==> src/rtl/max_pkg.sv <==
// Shared constants and the (value, index) candidate type for the argmax tree.
package max_pkg;

    localparam int unsigned NUM_IN = 10;
    localparam int unsigned WIDTH  = 26;
    localparam int unsigned IDX_W  = 4;

    typedef struct packed {
        logic signed [WIDTH-1:0] val;
        logic [IDX_W-1:0]        idx;
    } cand_t;

    // a must be the lower-index operand: it keeps the win unless b is strictly greater.
    function automatic cand_t pick(input cand_t a, input cand_t b);
        return ($signed(b.val) > $signed(a.val)) ? b : a;
    endfunction

endpackage

==> src/rtl/max_if.sv <==
// Packed score bus in, registered winner index out.
interface max_if;
    import max_pkg::*;

    logic [NUM_IN*WIDTH-1:0] Num;
    logic [IDX_W-1:0]        Index;

    modport master (output Num, input Index);
    modport slave  (input Num, output Index);

endinterface

==> src/rtl/max_cmp2.sv <==
// Two-input compare node of the argmax tree; operand a carries the lower index.
module max_cmp2
    import max_pkg::*;
(
    input  cand_t a,
    input  cand_t b,
    output cand_t y
);

    assign y = pick(a, b);

endmodule

==> src/rtl/max.sv <==
// Argmax over NUM_IN signed words: combinational compare tree into one index register.
module max
    import max_pkg::*;
(
    input  logic  clk,
    input  logic  GlobalReset,
    max_if.slave  bus
);

    cand_t            l0 [NUM_IN];
    cand_t            l1 [5];
    cand_t            l2 [3];
    cand_t            l3 [2];
    logic [IDX_W-1:0] win_idx;

    for (genvar k = 0; k < NUM_IN; k++) begin : g_unpack
        assign l0[k].val = bus.Num[k*WIDTH +: WIDTH];
        assign l0[k].idx = IDX_W'(k);
    end

    for (genvar j = 0; j < 5; j++) begin : g_l1
        max_cmp2 u_cmp (.a(l0[2*j]), .b(l0[2*j+1]), .y(l1[j]));
    end

    max_cmp2 u_l2_0 (.a(l1[0]), .b(l1[1]), .y(l2[0]));
    max_cmp2 u_l2_1 (.a(l1[2]), .b(l1[3]), .y(l2[1]));
    assign l2[2] = l1[4];

    max_cmp2 u_l3_0 (.a(l2[0]), .b(l2[1]), .y(l3[0]));
    assign l3[1] = l2[2];

    // Last node needs only the index, so it uses the compare function directly.
    assign win_idx = pick(l3[0], l3[1]).idx;

    always_ff @(posedge clk) begin
        if (GlobalReset) begin
            bus.Index <= '0;
        end else begin
            bus.Index <= win_idx;
        end
    end

endmodule

==> src/flat_wrapper.sv <==
// flat-port wrapper written by rule: the top's interface ports become plain ports
module max_flat import max_pkg::*;
  (clk, GlobalReset, bus_Num, bus_Index);
  max_if bus_i ();
  input  logic clk;
  input  logic GlobalReset;
  input wire logic [$bits(bus_i.Num)-1:0] bus_Num;
  output wire logic [$bits(bus_i.Index)-1:0] bus_Index;
  assign bus_i.Num = bus_Num;
  assign bus_Index = bus_i.Index;
  max u_core (.clk(clk), .GlobalReset(GlobalReset), .bus(bus_i));
endmodule
==> config.mk <==
export PLATFORM = sky130hd
export DESIGN_NAME = max_flat
export DESIGN_NICKNAME = d
export VERILOG_FILES = /design/src/rtl/max_pkg.sv /design/src/rtl/max_if.sv /design/src/rtl/max_cmp2.sv /design/src/rtl/max.sv /design/src/flat_wrapper.sv
export SDC_FILE = /design/constraint.sdc
export NUM_CORES = 1
export LEC_CHECK = 0
export CAP_MARGIN = 25
export CORE_UTILIZATION = 50
export DETAILED_ROUTE_END_ITERATION = 10
export GPL_ROUTABILITY_DRIVEN = 1
export MAX_ROUTING_LAYER = met4
export PLACE_DENSITY = 0.84
export SYNTH_ARGS = -nofsm -noshare
export SYNTH_HDL_FRONTEND = slang
export SYNTH_SLANG_ARGS = --single-unit
export TNS_END_PERCENT = 1
==> constraint.sdc <==
create_clock -name clk -period 15.4 [get_ports clk]
set_input_delay 3.08 -clock clk [delete_from_list [all_inputs] [get_ports clk]]
set_output_delay 3.08 -clock clk [all_outputs]
set_load 0.1 [all_outputs]
==> results of run 1 <==
==> synth_stat cells, types with 3 or more instances <==
library cell,count,area [sq um]
and2_1,4,25.0
o21ai_0,55,275
nand3_1,15,75.1
xnor2_1,7,61.3
nand2b_1,15,93.8
o21a_1,18,135
a31oi_1,8,50.1
nand4_1,44,275
buf_2,3,15.0
inv_1,188,706
nor4_1,4,25.0
clkbuf_1,29,109
nor3_1,21,105
a22o_1,3,26.3
or2_2,3,18.8
a221oi_1,3,26.3
mux2i_1,60,601
mux2_2,31,349
o31ai_1,6,45.0
o311ai_0,4,35.0
a21oi_1,177,886
nor2_1,99,372
a211oi_1,8,60.1
a211oi_2,3,37.5
nor2b_1,11,68.8
and4_1,11,96.3
o211a_1,3,30.0
and3_1,8,50.1
nand2_1,77,289
a221o_1,5,50.1
o211ai_1,6,45.0
o221ai_1,3,26.3
a211o_1,7,61.3
dfxtp_1,4,80.1
buf_6,3,33.8
a21o_1,44,330
ha_1,223,2790
==> per-layer routing <==
layer / GRT usage, % / up-vias / share of wire [%]
met4: 11.4 / 0 / 3.6
met5: - / - / 0
li1: - / 5046 / -
met3: 1.99 / 72 / 5.8
met1: 38.4 / 4585 / 43
met2: 57.6 / 396 / 48
==> cell type report <==
| cell class | count | area, sq um |
|---|---|---|
| Sequential cell | 4 | 80.1 |
| Fill cell | 1472 | 5470 |
| Inverter | 188 | 706 |
| Clock buffer | 3 | 75.1 |
| Multi-Input combinational cell | 1027 | 7860 |
| Timing Repair Buffer | 279 | 2760 |
| Tap cell | 225 | 282 |
==> timing repair <==
item,in CTS,in global routing
hold buffers,0,0
endpoints found under the setup margin,0,4
setup buffers,0,3
hold endpoints to repair,0,0
gates resized for setup,0,3
==> final timing paths <==
check | from | endpoint | slack (ns) | cells after the start
setup / recovery | bus_Num[129] | u_core.bus.Index[0]$_SDFF_PP0_ | 1.22 | 48
hold / removal | GlobalReset | u_core.bus.Index[3]$_SDFF_PP0_ | 3.53 | 2
==> kinds of logic (layout without fill, tap and decap cells) <==
group	after synthesis	count (layout)	synth area share, %
fa+ha+maj	223	223	31.8
simple gates	327	327	18.6
flops	4	4	0.911
compound gates	378	378	27.2
xor+xnor	8	8	0.797
mux	91	91	10.8
buf+inv	226	470	10.0
==> power by group <==
part	switching [mW]	internal, mW
Clock	0.00725	0.0332
Combinational	0.780	0.552
Sequential	0.00114	0.0146
==> per-stage QoR <==
step	cell area (sq um)	power (mW)	instances	setup slack, ns
after detailed placement	11700	1.31	1720	0.490
after CTS	11700	1.35	1723	0.709
after global routing	11800	1.52	1726	0.256
final	11800	1.39	1726	1.22
after floorplan	8790	0.950	1257	2.04
after global placement	11700	1.27	1720	0.812
==> results.txt, run 1 <==
Via density - 5.85
Clock Path Buffers - 2
Tmin final - 14.18 ns
Post-synth EDFFs - 0
clock-pin slew on the worst setup and hold paths - 0.03 ns
io pins - 266
Yosys warnings - 0
most common cell after layout, fill and taps aside - clkdlybuf4s50_1
Layout Utilization - 68.2%
Buf+Inv Stages, Crit Path - 5
Post-DP HPWL - 25900 um
chip width - 135 um
Root Buffer - clkbuf_16
Worst VDD drop - 0.144 mV
total gr overflow - 0
final setup fails - 0
Pins Over Slew Limit - 0
core area - 0.0172 sq mm
CTS tree - yes
Crit Path Class - input pin to register
Vias - 10099
Cells after Synth - 1257
total wire length - 29600 um
number of nets in the layout - 1988
Rows - 48
pwr/cell area - 118 mW/mm^2
final hold violation count - 0
Yosys cell types - 74
Port-buffer cells - 265
setup TNS - 0 ns
WL/cell - 17.1 um
DRC - 0
First DRT Iteration DRCs - 595
Global Route Usage Sum - 32.3%
hold slack - 3.53 ns
area added between synthesis and finish - 33.9%
top fanout value on the critical path - 25
Yosys reg bits - 4
CTS buffer count - 3
max capacitance violation total - 0
n_diodes - 0
Die Height - 135 um
H-tree levels - 1
status - finished clean
Primary FF master, synth - dfxtp_1
synthesized area per cell - 6.99 sq um
first-pass GRT wire length - 46100 um
cell mode on critical path - o21a_1
Tcrit/Tclk final - 92.1%
leakage - 5.97 nW
Antenna Nets Post-Route - 0
Largest register FFs - 4
RSZ-0062 raised after global routing - no
Post-Syn Nets - 1742
Crit path max-delay family - simple AND/OR/NAND/NOR gates
commonest non-fill, non-tap cells in the layout - clkdlybuf4s50_1, ha_1, inv_1
fmax - 70.5 MHz
layout cell share with drive strength beyond 1 - 4.80%
Most flops, register - u_core.bus.Index
vias in the first global route - 9784
kind of end point of the critical path - register
synthesized cell area - 0.00879 sq mm
initial antenna violation count - 0
slew at the pin closest to its max-slew limit - 1.05 ns
Die ar. - 0.0181 sq mm
Starting Density - 51.0%
CP required - 15.54 ns
crit path launch type - input pin
worst rel slew slack - 29.8%
drt pass-1 iters - 5
Min-Delay Path Class - input pin to register
FFs w/ async S/R, synth - 0%
post-synthesis sequential area ratio - 0.911%
Top Registers - u_core.bus.Index x4
Largest stage delay, worst path - 0.56 ns
critical path arrival - 14.32 ns
clock sinks - 4
Routability Congestion - 0.963
crit path max-delay cell type - ha_1
largest net degree at the start of global routing - 30
Power figures use the tool's default switching activity.
==> inputs of run 2 (changes only) <==
--- a/config.mk
+++ b/config.mk
@@ -7,6 +7,8 @@
 export LEC_CHECK = 0
 export CAP_MARGIN = 25
 export CORE_UTILIZATION = 50
+export CTS_CLUSTER_DIAMETER = 150
+export CTS_CLUSTER_SIZE = 10
 export DETAILED_ROUTE_END_ITERATION = 10
 export GPL_ROUTABILITY_DRIVEN = 1
 export MAX_ROUTING_LAYER = met4
==> constraint.sdc (replaced) <==
create_clock -name clk -period 15.4 [get_ports clk]
set_input_delay 1.54 -clock clk [delete_from_list [all_inputs] [get_ports clk]]
set_output_delay 1.54 -clock clk [all_outputs]
set_load 0.1 [all_outputs]
==> results.txt, run 2 (synthesis results as in run 1) <==
total wire length - 29200 um
Top Registers - u_core.bus.Index x4
final hold violation count - 0
vias in the first global route - 9756
Routability Congestion - 0.983
core area - 0.0172 sq mm
io pins - 266
clock sinks - 4
critical path arrival - 13.40 ns
H-tree levels - 1
crit path max-delay cell type - nor4_1
Worst setup endpoint - u_core.bus.Index[0]$_SDFF_PP0_
FF/Latch Area - 80.1 sq um
Tcrit/Tclk final - 86.1%
pwr/cell area - 118 mW/mm^2
Multi-input gate area - 0.00785 sq mm
Min-Delay Path Class - input pin to register
first-pass GRT wire length - 46200 um
Root Buffer - clkbuf_16
Vias - 10056
crit path launch type - input pin
Tmin final - 13.25 ns
most common cell after layout, fill and taps aside - clkdlybuf4s50_1
top fanout value on the critical path - 27
Via density - 5.84
final setup fails - 0
Starting Density - 51.0%
worst rel slew slack - 34.8%
final setup margin - 2.15 ns
post-CTS sizing - 0
CP required - 15.55 ns
layout cell share with drive strength beyond 1 - 4.41%
Place WS - 2.19 ns
area added between synthesis and finish - 33.6%
Post-DP HPWL - 25600 um
cell mode on critical path - o21a_1
clock-pin slew on the worst setup and hold paths - 0.03 ns
Antenna Nets Post-Route - 0
number of nets in the layout - 1984
max capacitance violation total - 0
leakage - 5.96 nW
First DRT Iteration DRCs - 575
Port-buffer cells - 265
RSZ-0062 raised after global routing - no
fmax - 75.5 MHz
Die ar. - 0.0181 sq mm
largest net degree at the start of global routing - 45
Worst VDD drop - 0.101 mV
Pins Over Slew Limit - 0
chip width - 135 um
drt pass-1 iters - 7
Clock Path Buffers - 2
Largest stage delay, worst path - 0.61 ns
Most flops, register - u_core.bus.Index
kind of end point of the critical path - register
status - finished clean
fill cell count - 1504
commonest non-fill, non-tap cells in the layout - clkdlybuf4s50_1, ha_1, inv_1
setup bufs post-CTS - 0
Global Route Usage Sum - 32.3%
CTS buffer count - 3
Largest register FFs - 4
total gr overflow - 0
Rows - 48
Crit Path Class - input pin to register
slew at the pin closest to its max-slew limit - 0.975 ns
DRC - 0
Crit. Startpoint - bus_Num[129]
initial antenna violation count - 0
CTS tree - yes
WL/cell - 17.0 um
Die Height - 135 um
n_diodes - 0
setup TNS - 0 ns
cts hold-fix bufs - 0
## run 2: layer usage
layer	wire length [um]	share of wire, %	global-route usage [%]
met2	13700	47	56.2
met3	1860	6.4	3.42
met5	0	0	-
met1	12200	42	37.1
met4	1440	4.9	15.0
## run 2: through the flow
stage / hold slack, ns / total power, mW / area, sq um / util (%) / instances
2_1_floorplan: 1.62 / 0.950 / 8790 / - / 1257
3_5_place_dp: 2.20 / 1.30 / 11600 / 67.5 / 1718
4_1_cts: 1.96 / 1.35 / 11700 / 68.0 / 1721
5_1_grt: 2.00 / 1.51 / 11700 / 68.1 / 1722
6_report: 1.98 / 1.38 / 11700 / 68.1 / 1722
3_3_place_gp: 2.18 / 1.28 / 11600 / 67.5 / 1718
## run 2: worst min-delay path by stage
stage	start	to	slack, ns	cells after the start
after floorplan	GlobalReset	u_core.bus.Index[3]$_SDFF_PP0_	1.62	1
after global placement	GlobalReset	u_core.bus.Index[3]$_SDFF_PP0_	2.18	2
after detailed placement	GlobalReset	u_core.bus.Index[3]$_SDFF_PP0_	2.20	2
after CTS	GlobalReset	u_core.bus.Index[3]$_SDFF_PP0_	1.96	2
after global routing	GlobalReset	u_core.bus.Index[3]$_SDFF_PP0_	2.00	2
final	GlobalReset	u_core.bus.Index[3]$_SDFF_PP0_	1.98	2
## run 2: cell type report
| type | count | share of cell area [%] |
|---|---|---|
| clock buffer | 3 | 0.639 |
| inverter | 188 | 6.01 |
| timing repair buffer | 275 | 23.4 |
| multi-input combinational | 1027 | 66.9 |
| sequential | 4 | 0.682 |
| tap | 225 | 2.40 |
## run 2: where the power goes
| part | leakage, nW | internal [mW] | switching, mW | total, mW |
|---|---|---|---|---|
| Combinational | 5.89 | 0.541 | 0.784 | 1.33 |
| Clock | 0.0370 | 0.0332 | 0.00775 | 0.0410 |
| Sequential | 0.0331 | 0.0147 | 0.00165 | 0.0163 |
## run 2: critical path, delay by kind of cell
family | cells | cell delay [ns]
AOI/OAI and AO/OA | 22 | 4.42
and+or+nand+nor | 14 | 3.82
xor gates and xnor gates | 1 | 0.12
muxes | 2 | 0.63
buffers and inverters | 4 | 1.21
adders and majority gates | 4 | 1.64
==> inputs of run 3 (changes only) <==
--- a/config.mk
+++ b/config.mk
@@ -13,6 +13,7 @@
 export GPL_ROUTABILITY_DRIVEN = 1
 export MAX_ROUTING_LAYER = met4
 export PLACE_DENSITY = 0.84
+export SLEW_MARGIN = 20
 export SYNTH_ARGS = -nofsm -noshare
 export SYNTH_HDL_FRONTEND = slang
 export SYNTH_SLANG_ARGS = --single-unit
==> results of run 3 <==
Same layout as run 2: the final DEF is identical, and so are final timing and power.
